**src/rtl/lfsr32_if.sv**
```systemverilog
// lfsr32_if: LFSR control/data bus; master drives INIT, GO, SEED and reads Q, slave is the LFSR
interface lfsr32_if #(parameter int N = 32);
  logic         INIT;
  logic         GO;
  logic [N-1:0] SEED;
  logic [N-1:0] Q;
  modport master (output INIT, GO, SEED, input Q);
  modport slave (input INIT, GO, SEED, output Q);
endinterface

```
**src/rtl/lfsr32.sv**
```systemverilog
// lfsr32: 32-bit Fibonacci right-shift LFSR; ports CLK, RST (async active-high), bus.slave {INIT, GO, SEED -> Q}; define LFSR32_LOCKUP_GUARD_EN to force fb=1 from the all-zero state
module lfsr32 #(
  parameter int           N           = 32,
  parameter logic [N-1:0] TAPS        = 32'h8020_0003,
  parameter logic [N-1:0] RESET_VALUE = 32'h0000_0001
) (
  input logic     CLK,
  input logic     RST,
  lfsr32_if.slave bus
);
  logic [N-1:0] q_q, q_d;
  logic         fb;
  always_comb begin
`ifdef LFSR32_LOCKUP_GUARD_EN
    fb = ~|q_q | ^(q_q & TAPS);
`else
    fb = ^(q_q & TAPS);
`endif
    q_d = bus.INIT ? bus.SEED : bus.GO ? {fb, q_q[N-1:1]} : q_q;
  end
  always_ff @(posedge CLK or posedge RST)
    if (RST) q_q <= RESET_VALUE;
    else q_q <= q_d;
  assign bus.Q = q_q;
endmodule

```
**src/flat_wrapper.sv**
```systemverilog
// flat-port wrapper written by rule: the top's interface ports become plain ports
module lfsr32_flat 
#(
  parameter int           N           = 32,
  parameter logic [N-1:0] TAPS        = 32'h8020_0003,
  parameter logic [N-1:0] RESET_VALUE = 32'h0000_0001
)
  (CLK, RST, bus_INIT, bus_GO, bus_SEED, bus_Q);
  lfsr32_if #(.N(N)) bus_i ();
  input logic CLK;
  input logic RST;
  input wire logic [$bits(bus_i.INIT)-1:0] bus_INIT;
  input wire logic [$bits(bus_i.GO)-1:0] bus_GO;
  input wire logic [$bits(bus_i.SEED)-1:0] bus_SEED;
  output wire logic [$bits(bus_i.Q)-1:0] bus_Q;
  assign bus_i.INIT = bus_INIT;
  assign bus_i.GO = bus_GO;
  assign bus_i.SEED = bus_SEED;
  assign bus_Q = bus_i.Q;
  lfsr32 #(.N(N), .TAPS(TAPS), .RESET_VALUE(RESET_VALUE)) u_core (.CLK(CLK), .RST(RST), .bus(bus_i));
endmodule
```
**config.mk**
```make
export PLATFORM = sky130hd
export DESIGN_NAME = lfsr32_flat
export DESIGN_NICKNAME = d
export VERILOG_FILES = /design/src/rtl/lfsr32_if.sv /design/src/rtl/lfsr32.sv /design/src/flat_wrapper.sv
export SDC_FILE = /design/constraint.sdc
export NUM_CORES = 1
export LEC_CHECK = 0
export CAP_MARGIN = 20
export CORE_ASPECT_RATIO = 0.8
export CORE_MARGIN = 3
export CORE_UTILIZATION = 41
export CTS_CLUSTER_SIZE = 24
export DETAILED_ROUTE_END_ITERATION = 10
export PLACE_DENSITY = 0.9
export SLEW_MARGIN = 20
export SYNTH_ARGS = -nofsm -noshare
export SYNTH_HDL_FRONTEND = slang
export SYNTH_SLANG_ARGS = --single-unit
export TNS_END_PERCENT = 50
```
**constraint.sdc**
```tcl
create_clock -name CLK -period 1.59 [get_ports CLK]
set_input_delay 0.159 -clock CLK [delete_from_list [all_inputs] [get_ports CLK]]
set_output_delay 0.159 -clock CLK [all_outputs]
set_load 0.05 [all_outputs]
```
==> results.md, run 1 <==
- The hold violation count in the final report is 0.
- The non-filler instance count after layout is 260.
- For this run, the post-layout net count is 253.
- Across the run, the number of max-cap violations was 0.
- The pin count of the biggest net entering global routing is 38.
- The clock root buffer is sky130_fd_sc_hd__clkbuf_8.
- Traced cell by cell, the critical path runs through or4b_1 > a21oi_1 > nand3b_1.
- The shortest period the worst path allows is roughly 1.3 ns.
- The yosys synthesis warning count is 0.
- The delay of the slowest critical-path stage is between 0.5 and 0.6 ns.
- Synthesis produced a netlist with a net count of between 150 and 200.
- The gate count of the mapped netlist is 147.
- The final critical path takes up 79.3% of the cycle.
- The clock buffer count from CTS is 5.
- Clock tree synthesis found a total of 32 sinks.
- Across every metal layer, demand over resource in global routing totals about 16%.
- In this run the worst hold path is classified as in -> async.
- The number of hold buffers added after CTS was 0.
- For the final routed database, the setup TNS stands at 0 ns.
- The power density over the cells is 1100 nW/µm².
- The height of the chip is roughly 60 µm.
- For the pin with the worst max-slew slack, the measured transition is ~0.42 ns.
- The sort of element at the start of the critical path is a flop.
- The final number of max-transition violations was 0.
- The leftover overflow at the end of global routing is 0.
- Each instance of the synthesized netlist takes up on average 10.3 µm².
- The share of the yosys chip area belonging to registers is a little over half.
- The total number of vias is ~1300.
- Counting tap cells, the placed design contains a total of approximately 250 instances.
- The clock passes through at most 2 buffers.
- The floorplan core area is ~3500 µm².
- After detailed routing, the number of vias per cell comes to approximately 4.9.
- The number of buffers and inverters on the critical path is 0.
- The largest area contributor in the netlist is sky130_fd_sc_hd__dfrtp_1.
- The depth of the CTS H-tree is 2.
- The wire length of the first global-routing pass is between 5000 and 6000 µm.
- The synthesized netlist occupies a cell area of 1520 µm².
- The number of antenna diodes in the final layout is 0.
- Routability-driven placement finished with a final weighted congestion of approximately 0.77.
- The run finished with clean final reports.
- Across the routed clock network, the largest skew measured is between 0.009 and 0.01 ns.
- The effective utilization at floorplan is a little over two fifths.
- The routed length per instance is 13.7 µm.
- The detailed-route DRC error count is 0.
- The HPWL after detailed placement is 2680 µm.
- The cell family contributing the most delay on the critical path is simple AND/OR/NAND/NOR gates.
- In this run the count of I/O pins placed on the die edge is 68.
- The fill cell instance count of the final layout is a little over 300.
- The clock transition at the register clock pins on the worst setup and hold paths after CTS is approximately 0.070 ns.
- The signed area change from the synthesized netlist to the final layout is 50.2%.
- The count of nets left with antenna violations once routing finished came out at 0.
- For this design the static power due to leakage is 0.00109 µW.
- The most common cell after layout, fill and taps aside is sky130_fd_sc_hd__buf_4.
- The register with the most flip-flops in the layout has 32 of them.
- The critical path in this run is classified as reg -> reg.
- In this run the tool buffered the top-level ports with between 60 and 70 buffer cells.
- The total of cells resized after clock tree synthesis is 0.
- For the worst setup path, the data required time is between 1.5 and 2 ns.
- The top cell types in the final layout, fill and taps aside, are sky130_fd_sc_hd__buf_4, sky130_fd_sc_hd__clkdlybuf4s50_1, sky130_fd_sc_hd__o21ai_0.
- The clock insertion delay at the later pin of the skew report is between 0.2 and 0.3 ns.
- TritonCTS built the clock tree.
- Along the worst path, the maximum fanout reaches 7.
- IR analysis of the VDD net gives a maximum drop of 0.000673 V.
- The length of the first detailed-routing pass in iterations is 4.
- For this run, the top clock speed supported by timing is around 0.79 GHz.
- The netlist uses 17 different library cells.
- The die covers approximately 4500 µm².
- Cells with a size suffix above 1 make up between 20 and 25% of the layout.
- The arrival time at the worst endpoint is approximately 1.5 ns.
- By area the synthesized netlist is led by sky130_fd_sc_hd__dfrtp_1, sky130_fd_sc_hd__mux2i_1, sky130_fd_sc_hd__o21ai_0.
- Wires add up to 3560 µm.
- The multi-input combinational cells in the finished layout cover a total of between 600 and 700 µm².
- The number of DRC markers in iteration 0 is between 40 and 50.
- Setup repair after global routing left no endpoint under its margin.
- The kind of end point of the critical path is a flop.
- The floorplan has 19 rows.
- The worst-case headroom to the max-slew limit is a little under three quarters.
- The via count of the first global-routing pass came to 1134.
- The utilization after layout is roughly 65%.
- The flip-flop and latch count after synthesis is 32.
- Across the whole layout, storage elements account for roughly 800 µm².
- The final setup violation count is 0.
- The slowest stage of the critical path is the sky130_fd_sc_hd__or4b_1 cell.
- Post-CTS timing repair inserted 0 buffers for setup.
- The die is between 70 and 80 µm wide.
- The number of antenna violations at the first check in global routing is 0.
- The top cell type by area accounts for between 50% and 60% of the synthesized area.
## per-layer routing
metal / up-vias / part of all wire, % / GRT usage [%]
met3: 2 / 7.9 / 5.63
met2: 39 / 46 / 24.7
met1: 573 / 46 / 22.4
li1: 648 / - / -
met5: - / 0 / 0
met4: 0 / 0.65 / 5.43
## power breakdown
part / total (µW) / switching [µW] / internal (µW)
combinational: 775 / 482 / 293
clock: 745 / 281 / 464
sequential: 989 / 83.6 / 905
total: 2510 / 847 / 1660
## cells by family (layout without fill, tap and decap cells)
logic type | count (synthesis) | after routing | share of synthesized area, %
AOI/OAI and AO/OA | 34 | 34 | 11.4
muxes | 31 | 31 | 20.5
xor gates and xnor gates | 1 | 1 | 0.578
and+or+nand+nor | 37 | 37 | 10.7
buffers and inverters | 12 | 83 | 3.96
DFF | 32 | 32 | 52.9
## per-stage QoR
step / cell area, µm² / hold WS [ns] / power [µW] / setup slack [ns]
6_report: 2280 / 0.179 / 2510 / 0.330
4_1_cts: 2280 / 0.175 / 2540 / 0.319
3_5_place_dp: 2170 / 0.483 / 1790 / 0.332
2_1_floorplan: 1520 / 0.274 / 1480 / 0.160
5_1_grt: 2280 / 0.217 / 2630 / 0.258
3_3_place_gp: 2170 / 0.479 / 1770 / 0.372
## layout make-up
type                    count  share of cell area, %
multi-input cells         103                   28.7
repair buffers             74                   28.9
clock inverters             2                   1.54
clock buffers               6                   3.19
flip-flops and latches     32                   35.2
inverters                   1                  0.165
well taps                  42                   2.31
## synthesized netlist by cell type
cell / n
sky130_fd_sc_hd__a21oi_1: 1
sky130_fd_sc_hd__a22oi_1: 1
sky130_fd_sc_hd__buf_2: 3
sky130_fd_sc_hd__buf_4: 3
sky130_fd_sc_hd__clkbuf_1: 5
sky130_fd_sc_hd__dfrtp_1: 31
sky130_fd_sc_hd__dfstp_2: 1
sky130_fd_sc_hd__inv_1: 1
sky130_fd_sc_hd__mux2i_1: 31
sky130_fd_sc_hd__nand2_1: 31
sky130_fd_sc_hd__nand3b_1: 2
sky130_fd_sc_hd__nor2_1: 1
sky130_fd_sc_hd__nor3b_1: 1
sky130_fd_sc_hd__nor4bb_1: 1
sky130_fd_sc_hd__o21ai_0: 32
sky130_fd_sc_hd__or4b_1: 1
sky130_fd_sc_hd__xnor2_1: 1
## final timing paths
| kind | from | end | slack (ns) | cells after the start |
|---|---|---|---|---|
| min in group CLK | bus_INIT | u_core.bus.Q[31]$_DFFE_PP0P_ | 0.32 | 4 |
| max reg2reg | u_core.bus.Q[21]$_DFFE_PP0P_ | u_core.bus.Q[31]$_DFFE_PP0P_ | 0.33 | 3 |
| min | RST | u_core.bus.Q[23]$_DFFE_PP0P_ | 0.18 | 2 |
| min reg2reg | u_core.bus.Q[0]$_DFFE_PP1P_ | u_core.bus.Q[0]$_DFFE_PP1P_ | 0.59 | 2 |
| max | u_core.bus.Q[21]$_DFFE_PP0P_ | u_core.bus.Q[31]$_DFFE_PP0P_ | 0.33 | 3 |
| max in group asynchronous | RST | u_core.bus.Q[28]$_DFFE_PP0P_ | 0.93 | 3 |
Note: power is estimated with default switching activity, not from simulation.
==> run 2: changes to the inputs <==
--- a/config.mk
+++ b/config.mk
@@ -8,10 +8,10 @@
 export CAP_MARGIN = 20
 export CORE_ASPECT_RATIO = 0.8
 export CORE_MARGIN = 3
-export CORE_UTILIZATION = 41
+export CORE_UTILIZATION = 37
 export CTS_CLUSTER_SIZE = 24
 export DETAILED_ROUTE_END_ITERATION = 10
-export PLACE_DENSITY = 0.9
+export PLACE_DENSITY = 0.86
 export SLEW_MARGIN = 20
 export SYNTH_ARGS = -nofsm -noshare
 export SYNTH_HDL_FRONTEND = slang
==> constraint.sdc (replaced) <==
create_clock -name CLK -period 1.15 [get_ports CLK]
set_input_delay 0.115 -clock CLK [delete_from_list [all_inputs] [get_ports CLK]]
set_output_delay 0.115 -clock CLK [all_outputs]
set_load 0.05 [all_outputs]
==> run 2 against run 1 <==
The run now ends with setup timing left. Sequential cell count stayed put. Register-to-register slack worse by 0.37 ns. Routed wire length up 7.4%. Count of clock-buffer cells in the layout did not move. First-iteration DRC count down 11%. Utilization is 4.0 points higher.
==> results.md, run 2 (same netlist as run 1, synthesis figures left out) <==
- The die extent in x is 77.6 µm (+4.8%).
- The tightest min-delay check is of the in -> async type.
- In the layout the commonest cells are sky130_fd_sc_hd__clkdlybuf4s50_1, sky130_fd_sc_hd__buf_12, sky130_fd_sc_hd__o21ai_0.
- The highest attainable clock frequency is 0.838 GHz (+5.6%).
- The maximum net fanout on the critical path is 2 (-5).
- The clock insertion delay at the later pin of the skew report is 0.28 ns (about the same).
- The measured slew at the worst slew-check pin is 0.250 ns (-0.171 ns).
- The number of buffers inserted by port buffering is 67 (unchanged).
- The clock transition at the register clock pins on the worst setup and hold paths after CTS is 0.06 ns (about the same).
- The share of layout cells above drive strength 1 is 25.1% (+2.6 points).
- The kind of end point of the critical path is a flop.
- The flow ran to the end, but the final reports show violations.
- The clock buffer count from CTS came to 5 (unchanged).
- The arrival time at the worst endpoint is 1.41 ns (-0.07 ns).
- The worst-case headroom to the max-slew limit is 83.3% (+11 points).
- The flip-flop count of the largest register after layout is 32 (unchanged).
- TritonCTS built the clock tree.
- The leftover overflow at the end of global routing is 0 (unchanged).
- The height of the chip is 63.3 µm (+4.7%).
- The shortest period the worst path allows is 1.19 ns (-0.0667 ns).
- The number of clock sinks is 32 (unchanged).
- STA classifies the critical path startpoint as a flop.
- Clock tree synthesis selected as its root buffer the cell sky130_fd_sc_hd__clkbuf_8.
- The leakage power figure is 0.00122 µW (+12%).
- The area occupied by multi-input gates is 662 µm² (+1.1%).
- The pin count of the biggest net entering global routing is 68 (+79%).
- The hold violation count in the final report is 0 (unchanged).
- The utilization after layout was 69.2% (+4.0 points).
- The length of the first detailed-routing pass in iterations was 4 (unchanged).
- The power density over the cells is 1380 nW/µm² (+25%).
- The overall die area came to 4910 µm² (+9.8%).
- The checks that failed: setup timing.
- The final number of max-transition violations is 0 (unchanged).
- The area of all placed cells without fillers was 2690 µm² (+18%).
- The count of buffers added by post-CTS timing repair for setup is 0 (unchanged).
- The post-route clock period utilization came to 104% (+25 points).
- The number of placed I/O pins came to 68 (unchanged).
- The number of core rows is 20 (+1).
- The fill cell instance count of the final layout was 277 (-11%).
- The wire length of the first global-routing pass is 6280 µm (+14%).
- The signed area change from the synthesized netlist to the final layout is 77.1%.
- The deepest clock path buffer count is 2 (unchanged).
- The worst path required time is 1.37 ns (-0.44 ns).
- The mean number of vias per cell is 4.78 (-1.4%).
- The overall routing resource usage came to 16.4% (+0.023 points).
- The effective utilization at floorplan is 39.1% (-4.3 points).
- The via count of the first global-routing pass came to 1277 (+13%).
- The layout net count was 254 (+0.40%).
- The maximum vdd drop is 0.000751 V (+12%).
- The total half-perimeter wirelength after legalization and detailed placement is 2910 µm (+8.4%).
- The total length of routed wires is 3820 µm (+7.4%).
- The total number of vias is 1311 (+3.9%).
- The minimum setup slack in the final design is -0.0434 ns (-0.373 ns).
- The number of antenna violations at the first check in global routing is 0 (unchanged).
- The worst setup skew after layout came to 0.00347 ns (-0.00567 ns).
- The final antenna-violating net count is 0 (unchanged).
- The floorplan core area came to 3880 µm² (+11%).
- The area of all sequential standard cells is 805 µm² (+0.31%).
- The post-place instance area is 2580 µm² (+19%).
- The max-cap check violation count was 0 (unchanged).
- The depth of the CTS H-tree is 2 (unchanged).
- Setup repair after global routing could not meet its margin everywhere.
- The number of DRC markers in iteration 0 is 39 (-11%).
- The detailed-route DRC error count is 0 (unchanged).
- The diode insertion count for antenna repair came to 0 (unchanged).
- The routed length per instance is 13.9 µm (+1.9%).
- The final setup violation count is 1 (+1).
- The placer's final routability congestion estimate is 0.702 (-8.4%).
- The category of the most critical setup path is reg -> reg.
==> run 2: cell types whose count changed in the layout (fill, tap and decap cells not counted), moves of 2 or more <==
cell,previous run,this run
sky130_fd_sc_hd__buf_12,2,33
sky130_fd_sc_hd__buf_4,37,7
sky130_fd_sc_hd__dfrtp_1,31,29
sky130_fd_sc_hd__dfrtp_2,0,2
==> run 2: path summary, 6_finish.rpt <==
kind	from	to	slack [ns]	cells after the start
max	u_core.bus.Q[21]$_DFFE_PP0P_	u_core.bus.Q[31]$_DFFE_PP0P_	-0.04	3
min in group CLK	bus_INIT	u_core.bus.Q[31]$_DFFE_PP0P_	0.29	4
max reg2reg	u_core.bus.Q[21]$_DFFE_PP0P_	u_core.bus.Q[31]$_DFFE_PP0P_	-0.04	3
min reg2reg	u_core.bus.Q[0]$_DFFE_PP1P_	u_core.bus.Q[0]$_DFFE_PP1P_	0.62	2
min	RST	u_core.bus.Q[31]$_DFFE_PP0P_	0.16	3
max in group asynchronous	RST	u_core.bus.Q[0]$_DFFE_PP1P_	0.71	3
==> run 2: layout make-up <==
| class | instances | area share, % |
|---|---|---|
| Timing Repair Buffer | 75 | 39.2 |
| Sequential cell | 32 | 30.0 |
| Multi-Input combinational cell | 103 | 24.7 |
| Clock buffer | 6 | 3.08 |
| Tap cell | 55 | 2.56 |
| Clock inverter | 2 | 0.373 |
| Inverter | 1 | 0.140 |
==> run 2: stage by stage <==
stage / instances / total power [µW] / hold slack [ns] / TNS, ns / setup slack [ns]
global route: 274 / 3870 / 0.177 / -0.0979 / -0.0959
global placement: 266 / 2820 / 0.453 / -0.0237 / -0.0237
detailed placement: 266 / 2850 / 0.460 / -0.0215 / -0.0215
floorplan: 147 / 2050 / 0.230 / -0.166 / -0.166
CTS: 274 / 3740 / 0.156 / -0.0437 / -0.0437
finish: 274 / 3700 / 0.160 / -0.0434 / -0.0434
==> run 2: worst max-delay path: stages, from the launching register on <==
cell and delay [ns]:
sky130_fd_sc_hd__dfrtp_2 0.40, sky130_fd_sc_hd__or4b_4 0.51, sky130_fd_sc_hd__a21oi_2 0.11, sky130_fd_sc_hd__nand3b_1 0.10
==> run 2: timing repair <==
action,in CTS,in global routing
setup endpoints to repair,1,1
hold buffers,0,0
gates resized for setup,0,2
==> run 2: layer usage <==
layer	routed length, µm	up-vias	global-route usage, %
li1	-	649	-
met1	1710	615	20.9
met2	1880	39	26.8
met3	163	8	4.14
met4	60	0	6.67
met5	0	-	0
==> run 2: power breakdown <==
group | total [µW] | internal (µW) | switching [µW]
logic | 1410 | 712 | 695
clock network | 875 | 477 | 399
registers | 1420 | 1250 | 166
total | 3700 | 2440 | 1260
==> run 3: changes to the inputs <==
--- a/config.mk
+++ b/config.mk
@@ -12,6 +12,7 @@
 export CTS_CLUSTER_SIZE = 24
 export DETAILED_ROUTE_END_ITERATION = 10
 export PLACE_DENSITY = 0.86
+export SKIP_CTS_REPAIR_TIMING = 1
 export SLEW_MARGIN = 20
 export SYNTH_ARGS = -nofsm -noshare
 export SYNTH_HDL_FRONTEND = slang
==> results of run 3 <==
Final layout, timing and power as in run 2 (identical DEF).
==> RTL change, RTL diff (settings of run 1) <==
`N` is set to 32 in 3 places; all go to 64.
--- a/src/rtl/lfsr32_if.sv
+++ b/src/rtl/lfsr32_if.sv
@@ -1,5 +1,5 @@
 // lfsr32_if: LFSR control/data bus; master drives INIT, GO, SEED and reads Q, slave is the LFSR
-interface lfsr32_if #(parameter int N = 32);
+interface lfsr32_if #(parameter int N = 64);
   logic         INIT;
   logic         GO;
   logic [N-1:0] SEED;
--- a/src/rtl/lfsr32.sv
+++ b/src/rtl/lfsr32.sv
@@ -1,6 +1,6 @@
 // lfsr32: 32-bit Fibonacci right-shift LFSR; ports CLK, RST (async active-high), bus.slave {INIT, GO, SEED -> Q}; define LFSR32_LOCKUP_GUARD_EN to force fb=1 from the all-zero state
 module lfsr32 #(
-  parameter int           N           = 32,
+  parameter int           N           = 64,
   parameter logic [N-1:0] TAPS        = 32'h8020_0003,
   parameter logic [N-1:0] RESET_VALUE = 32'h0000_0001
 ) (
--- a/src/flat_wrapper.sv
+++ b/src/flat_wrapper.sv
@@ -1,7 +1,7 @@
 // flat-port wrapper written by rule: the top's interface ports become plain ports
 module lfsr32_flat 
 #(
-  parameter int           N           = 32,
+  parameter int           N           = 64,
   parameter logic [N-1:0] TAPS        = 32'h8020_0003,
   parameter logic [N-1:0] RESET_VALUE = 32'h0000_0001
 )
Interface: changed (resized bus_Q and bus_SEED); port bits go from 68 to 132. The function was not compared with the original's and may differ.
==> RTL change against run 1 <==
Worst setup slack better by 0.055 ns. Design area increased by 93%. Sequential share of layout area grew 1.2 points. Total power increased by 93%. Sequential cell count increased by 32. Routed wire length increased by 110%. Synthesized area rose by 97%. Final cell count rose by 92%.
==> RTL change: results (changes against run 1) <==
| Metric | Value |
|---|---|
| Worst slew pin tran | 0.488 ns (+0.0669 ns) |
| Post-synth net total | 350 (+91%) |
| Synth area leaders | dfrtp_1 53%, mux2i_1 21%, o21ai_1 10%, nand2_1 7.9%, buf_8 2.5% |
| Met2 WL | 3.49 mm (+120%) |
| Placer Congestion | 0.762 (-0.46%) |
| Post-synth top cells | 63 x dfrtp_1, 63 x mux2i_1, 63 x nand2_1 |
| Placed cell area | 4200 um^2 (+94%) |
| Worst VDD drop | 555 uV (-18%) |
| Critical-path top delay cell | dfstp_2 |
| Vias | 2443 (+94%) |
| Flip-flop and latch power | 0.00196 W (+98%) |
| Worst path max stage delay | 0.58 ns (+0.05 ns) |
| Largest net degree at the start of global routing | 66 (+74%) |
| Share of cells above drive strength 1 | 21.5% (-0.93 points) |
| Seq/Total Area, Yosys | 53.6% (+0.67 points) |
| Wire length of the first global-routing pass | 11.6 mm (+110%) |
| Leak | 2.11 nW (+93%) |
| WP data arrival | 1.05 ns (-0.43 ns) |
| Fillers | 568 (+83%) |
| Met1 WL | 3.35 mm (+110%) |
| Post-synthesis cell count | 282 (+92%) |
| Hold Crit Class | in2reg |
| Post-DP HPWL | 5.20 mm (+94%) |
| Status | finished, final reports clean |
| Power in the clock group | 0.00136 W (+83%) |
| Max H-tree Level | 3 (+1) |
| M3 GR Usage | 5.88% (+0.25 points) |
| Post-Place Cells | 485 (+92%) |
## RTL change: final timing paths
check	from	to	slack, ns
hold reg to reg	u_core.bus.Q[63]	u_core.bus.Q[63]	0.58
min in group asynchronous	RST	u_core.bus.Q[57]	0.26
setup / recovery	u_core.bus.Q[0]	bus_Q[0]	0.39
hold / removal	bus_INIT	u_core.bus.Q[44]	0.21
setup reg to reg	u_core.bus.Q[0]	u_core.bus.Q[63]	0.47
max in group asynchronous	RST	u_core.bus.Q[0]	1.00
## RTL change: layout make-up
class                   instances  area [um^2]  area share (%)
well taps                      87          109            2.47
flip-flops and latches         64         1600            36.4
clock buffers                  10          138            3.13
clock inverters                 5         57.6            1.31
multi-input cells             196         1230            28.0
repair buffers                137         1250            28.5
inverters                       1         7.51           0.171
## RTL change: kinds of logic after synthesis
family	Yosys count	synth area share, %
compound gates	65	11.0
mux	63	21.1
xor+xnor	3	0.878
simple gates	65	8.24
flops	64	53.6
buf+inv	22	5.31
